### src/rtl/piso_tx.sv
// piso_tx: framed parallel-in, serial-out transmitter.
// A word accepted over valid/ready goes out as one start bit (1) and then
// the data bits MSB first, one bit per clock. The line idles at 0.
module piso_tx #(
  parameter int WIDTH = 4
) (
  input  logic             clk,
  input  logic             reset,
  input  logic [WIDTH-1:0] data_in,
  input  logic             load_valid,
  output logic             load_ready,
  output logic             serial_out,
  output logic             tx_active,
  output logic             frame_done
);

  localparam int CW = (WIDTH > 1) ? $clog2(WIDTH) : 1;

  typedef enum logic [1:0] {
    IDLE  = 2'd0,
    START = 2'd1,
    DATA  = 2'd2
  } state_t;

  state_t           state;
  state_t           state_nxt;
  logic [WIDTH-1:0] shift_reg;
  logic [WIDTH-1:0] shift_nxt;
  logic [CW-1:0]    bit_cnt;
  logic [CW-1:0]    cnt_nxt;
  logic             serial_nxt;
  logic             active_nxt;
  logic             done_nxt;
  logic             last_bit;
  logic             accept;

  // The final data bit is on the line, so a new word can follow without a gap.
  assign last_bit   = (state == DATA) && (bit_cnt == '0);
  assign load_ready = (state == IDLE) || last_bit;
  assign accept     = load_valid && load_ready;

  // State, captured word, bit counter and the registered line outputs.
  always_ff @(posedge clk or negedge reset) begin
    if (!reset) begin
      state      <= IDLE;
      shift_reg  <= '0;
      bit_cnt    <= '0;
      serial_out <= 1'b0;
      tx_active  <= 1'b0;
      frame_done <= 1'b0;
    end else begin
      state      <= state_nxt;
      shift_reg  <= shift_nxt;
      bit_cnt    <= cnt_nxt;
      serial_out <= serial_nxt;
      tx_active  <= active_nxt;
      frame_done <= done_nxt;
    end
  end

  // Next state plus the line values that will be driven after the next edge.
  always_comb begin
    state_nxt  = state;
    shift_nxt  = shift_reg;
    cnt_nxt    = bit_cnt;
    serial_nxt = 1'b0;
    active_nxt = 1'b0;
    done_nxt   = 1'b0;
    case (state)
      IDLE: begin
        if (accept) begin
          state_nxt  = START;
          shift_nxt  = data_in;
          serial_nxt = 1'b1;
          active_nxt = 1'b1;
        end
      end
      START: begin
        state_nxt  = DATA;
        cnt_nxt    = CW'(WIDTH - 1);
        serial_nxt = shift_reg[WIDTH-1];
        active_nxt = 1'b1;
      end
      DATA: begin
        if (bit_cnt == '0) begin
          done_nxt = 1'b1;
          if (accept) begin
            state_nxt  = START;
            shift_nxt  = data_in;
            serial_nxt = 1'b1;
            active_nxt = 1'b1;
          end else begin
            state_nxt = IDLE;
          end
        end else begin
          cnt_nxt    = bit_cnt - 1'b1;
          serial_nxt = shift_reg[cnt_nxt];
          active_nxt = 1'b1;
        end
      end
      default: begin
        state_nxt = IDLE;
      end
    endcase
  end

endmodule

### config.mk
export PLATFORM = sky130hd
export DESIGN_NAME = piso_tx
export DESIGN_NICKNAME = d
export VERILOG_FILES = /design/src/rtl/piso_tx.sv
export SDC_FILE = /design/constraint.sdc
export NUM_CORES = 1
export LEC_CHECK = 0
export BUFFER_PORTS_ARGS = -buffer_cell sky130_fd_sc_hd__buf_4
export CELL_PAD_IN_SITES_DETAIL_PLACEMENT = 1
export CELL_PAD_IN_SITES_GLOBAL_PLACEMENT = 2
export CORE_ASPECT_RATIO = 1.1
export CORE_MARGIN = 2
export CORE_UTILIZATION = 33
export CTS_CLUSTER_SIZE = 24
export DETAILED_ROUTE_END_ITERATION = 8
export PLACE_DENSITY_LB_ADDON = 0.1
export SYNTH_ARGS = -nofsm -noshare
export SYNTH_HDL_FRONTEND = slang
export SYNTH_SLANG_ARGS = --single-unit
### constraint.sdc
create_clock -name clk -period 2.2 [get_ports clk]
set_clock_uncertainty 0.1 [all_clocks]
set_input_delay 0.11 -clock clk [delete_from_list [all_inputs] [get_ports clk]]
set_output_delay 0.11 -clock clk [all_outputs]
set_load 0.05 [all_outputs]
# --- Word-level counts from Yosys, hierarchy flattened ---
# Index checks and enable logic that the tools add are counted.
op_classes:
  addsub: 1
  magnitude_cmp: 1
  eq_ne: 5
  n_mux: 18
  n_reduce_logical: 10
ops:
  columns: ["op", "n"]
  rows:
  - ["$mux 4", 2]
  - ["$pmux 4 s2", 1]
  - ["$mux 1", 7]
  - ["$mux 2", 3]
  - ["$pmux 1 s3", 2]
  - ["$pmux 2 s3", 1]
  - ["$reduce_and 2->1", 3]
  - ["$logic_not 2->1", 2]
  - ["$ne 2x2->1 const B", 2]
  - ["$pmux 2 s2", 1]
  - ["$reduce_bool 2->1", 2]
  - ["$lt 2x3->1 const B", 1]
  - ["$bmux 1 s2", 1]
  - ["$eq 2x1->1 const B", 1]
  - ["$eq 2x2->1 const B", 1]
  - ["$logic_and 1x1->1", 2]
  - ["$ne 2x1->1 const B", 1]
  - ["$sub 2x1->2 const B", 1]
  - ["$logic_or 1x1->1", 1]
totals:
  reg_bits: 11
  in_bits: 7
  output_inout_bits: 4
  word_cells: 41

# --- Logic depth before layout (Yosys ltp) ---
logic_depth:
  ltp_word: 7
  depth_mapped: 6
  ltp_nobuf: 5

# --- Worst setup path before layout ---
# No wires, ideal clock.
synth_path:
  path_type: "reg-to-output"
  from: "register bit_cnt[0]"
  to: "output load_ready"
  t_arrival_ps: 1491
  required_ps: 1990
  path_slack_ps: 499
  stages_incl_launch_ff: 6
  path_buffers: 1
  path_cell_list: "dfrtp_1 inv_1 ha_1 nor2b_4 buf_6 nor2_1"
synth_between:
  elab_chain_cells: 3
synth_lines:
  columns: ["item", "line", "source"]
  rows:
  - ["from (decl)", "29", "logic [CW-1:0] bit_cnt;"]
  - ["from (signal assigned)", "54", "bit_cnt <= cnt_nxt;"]
  - ["$logic_not 2->1", "38", "assign last_bit = (state == DATA) && (bit_cnt == '0);"]
  - ["$logic_and 1x1->1", "38", null]
  - ["$logic_or 1x1->1", "39", "assign load_ready = (state == IDLE) || last_bit;"]
  - ["to (decl)", "11", "output logic load_ready,"]
# No other way between the ends.

# --- Final worst setup path ---
layout_path:
  from: "register bit_cnt[0]"
  to: "register shift_reg[0]"
layout_between:
  elab_chain_cells: 7
  word_cells_on_any_way: 9
  cone_classes: "eq/ne (1); mux (3); reduce/logical (5)"
layout_lines:
  columns: ["item", "line", "source"]
  rows:
  - ["$logic_not 2->1 (*)", "38, 85", null]
  - ["$logic_and 1x1->1", "38", null]
  - ["$logic_or 1x1->1", "39", null]
  - ["$logic_and 1x1->1", "40", "assign accept = load_valid && load_ready;"]
  - ["$mux 4 (2 in series)", null, null]
  - ["$pmux 4 s2", null, null]
  - ["to (signal assigned)", "53", "shift_reg <= shift_nxt;"]
  - ["to (decl)", "27", "logic [WIDTH-1:0] shift_reg;"]
# Mark *: on every way between the ends. The rest lies on a longest branch, timed or not. The select of a mux whose other input is x is not followed.
# A chain may end at the register's enable or synchronous reset.

==> key figures <==
CTS
  – Clock tree sinks: 11
  – Clock Pin Slew Worst Setup and Hold Paths: 0.08 ns
  – Root Buffer: clkbuf_4
  – CTS H-tree depth: 1
  – TritonCTS buffer count: 3
  – Post-CTS Setup Inserts: 0
  – Clk buf depth: 2
  – Clk Latency, worst-skew pair: approximately 0.27 ns
  – CTS tree: built

Route
  – DR iter-0 viols: 0
  – WL per Instance: approximately 13 microns
  – DRT Pass-1 Iters: 1
  – Vias: approximately 360
  – Drt total wl: 983 microns
  – Drt via density: approximately 4.8
  – Detail Route Antenna Nets: 0
  – DRC: 0

Critical path
  – Reg2Reg Depth: 5
  – Setup crit start: bit_cnt[0]$_DFFE_PN0P_
  – Reg2reg start: bit_cnt[0]$_DFFE_PN0P_
  – CP arrival: approximately 1.8 ns
  – Critical path launch point type: flop
  – CP max FO: 7
  – WP data required: 2.26 ns
  – R2R setup slack: 0.45 ns
  – CP endpoint kind: flop
  – CP Class: flop to flop

Timing
  – Worst-Margin Slew: approximately 0.39 ns
  – Setup TNS: 0 ns
  – Final count of hold timing violations: 0
  – Crit path time final: about 1.7 ns
  – WHS: roughly 0.032 ns
  – Period Utilization, post-route: 79.4%
  – Final setup margin: around 0.45 ns
  – RSZ-0062 raised after global routing: no
  – Worst slew margin: roughly 74%
  – Final setup viols: 0
  – Max Fclk: between 500 and 600 MHz
  – Final Max Slew Viols: 0

Die
  – Number of core rows: 15
  – Core Area: between 1500 and 2000 sq um
  – Chip height: between 40 and 50 microns
  – DIE AREA: ~1900 sq um
  – Starting density of the core: between 30% and 40%
  – Io pins: 11
  – Die width: between 40 and 50 microns

Layout
  – Commonest non-fill, non-tap cell in the layout: dfrtp_1
  – Share of cells above drive strength 1: a little under two fifths
  – Final nets: 66
  – Fill cell count: 172
  – Max FFs per register: 4
  – Layout area overhead: 30.2%
  – Diode count: 0
  – Most frequent cells in the layout: 11 x dfrtp_1, 10 x buf_4, 5 x dlygate4sd3_1

Synth
  – Post-Syn Nets: 48
  – Syn. warnings: 0
  – Leading area contributor after synthesis: dfrtp_1
  – Seq/Total Area, Yosys: a little over half
  – Synth top area share: between 50% and 60%
  – Post-synth cell types: 17
  – Synth Register Bits: 11
  – Main area contributors after synthesis: dfrtp_1 52%, mux2_4 11%, mux4_2 4.3%, nand3b_1 4.3%, nor3b_4 3.6%
  – Mapped Area: approximately 530 sq um
  – Cell count after synthesis: 40
  – Mean Syn Cell Area: 13.1 sq um

Place
  – DP HPWL: approximately 750 microns
  – Post-Place Worst Slack: roughly 0.44 ns
  – RePlAce Congestion: 0.721
  – Buffers added on ports: 10

Job
  – Number of max-cap violations: 0

Global route
  – Largest net degree at the start of global routing: 12
  – Initial antenna violation count: 0
  – First-pass GRT wire length: between 1500 and 2000 microns
  – Remaining Overflow, GRT: 0
  – GRT Overall Usage: approximately an eighth
  – Vias in the first global route: 360

Power
  – Worst VDD drop: just over 0.0005 V
  – Overall power: approximately 0.00099 W
  – PD cells: between 1000 and 1500 nW/um^2
  – Leakage: approximately 0.33 nW

Min path
  – Hold Crit Start: load_valid
  – Worst hold path type: input port to flop
  – Hold depth: 3

Run status
  – Status: completed
[final timing paths]
check,end
worst max-delay path,shift_reg[0]$_DFFE_PN0P_
worst min-delay path,tx_active$_DFF_PN0_
worst max register to register,shift_reg[0]$_DFFE_PN0P_
worst min register to register,shift_reg[1]$_DFFE_PN0P_
max in group asynchronous,bit_cnt[0]$_DFFE_PN0P_
min in group asynchronous,frame_done$_DFF_PN0_
[synth_stat cells (all sizes together)]
library cell  instances
mux2                  4
o21ai                 2
mux4                  1
clkbuf                1
buf                   1
inv                   2
o22a                  2
dfrtp                11
nand2b                2
ha                    1
nor3b                 1
nor2                  4
and3b                 1
nand3b                3
nand2                 1
a21oi                 2
nor2b                 1
[cell families (layout without fill, tap and decap cells)]
group | count (synthesis) | count (layout) | share of synthesized area (%)
AND/OR/NAND/NOR | 13 | 13 | 18.1
adder cells (fa/ha/maj) | 1 | 1 | 2.38
buffers and inverters | 4 | 21 | 4.29
AO/OA/AOI/OAI | 6 | 6 | 7.14
multiplexers | 5 | 5 | 15.7
flip-flops | 11 | 11 | 52.4
[report_power, final]
part	internal, W	switching [W]
registers	0.000291	0.0000827
clock network	0.0000672	0.0000688
logic	0.000238	0.000245
[layer usage]
metal	vias to the layer above	share of wire [%]	global-route usage, %
met3	2	5.1	2.78
met4	0	1.1	9.38
met1	171	45	14.6
met5	-	0	0
li1	175	-	-
met2	9	49	19.4
[critical path, stage by stage, from the launching register on]
cell and delay (ns):
dfrtp_1 0.44, inv_1 0.08, ha_1 0.22, nor2b_4 0.09, nor3b_4 0.37, mux2_4 0.34
[per-stage QoR]
stage,instance area [sq um],utilization [%],cells
after global placement,607,39.4,65
after detailed placement,607,39.4,65
final,684,44.5,74
after CTS,684,44.5,74
after global routing,684,44.5,74
after floorplan,526,-,40
[repair_timing]
item                      CTS  global route
hold buffers                5             0
resized for setup           0             0
hold endpoints to repair   15             0
[final cells by class]
| class | count | area [sq um] | share of cell area (%) |
|---|---|---|---|
| clock buffers | 3 | 22.5 | 3.29 |
| clock inverters | 1 | 5.00 | 0.731 |
| inverters | 2 | 7.51 | 1.10 |
| multi-input cells | 25 | 228 | 33.3 |
| flip-flops and latches | 11 | 275 | 40.2 |
| well taps | 17 | 21.3 | 3.11 |
| repair buffers | 15 | 125 | 18.3 |
(Power assumes the default switching activity.)
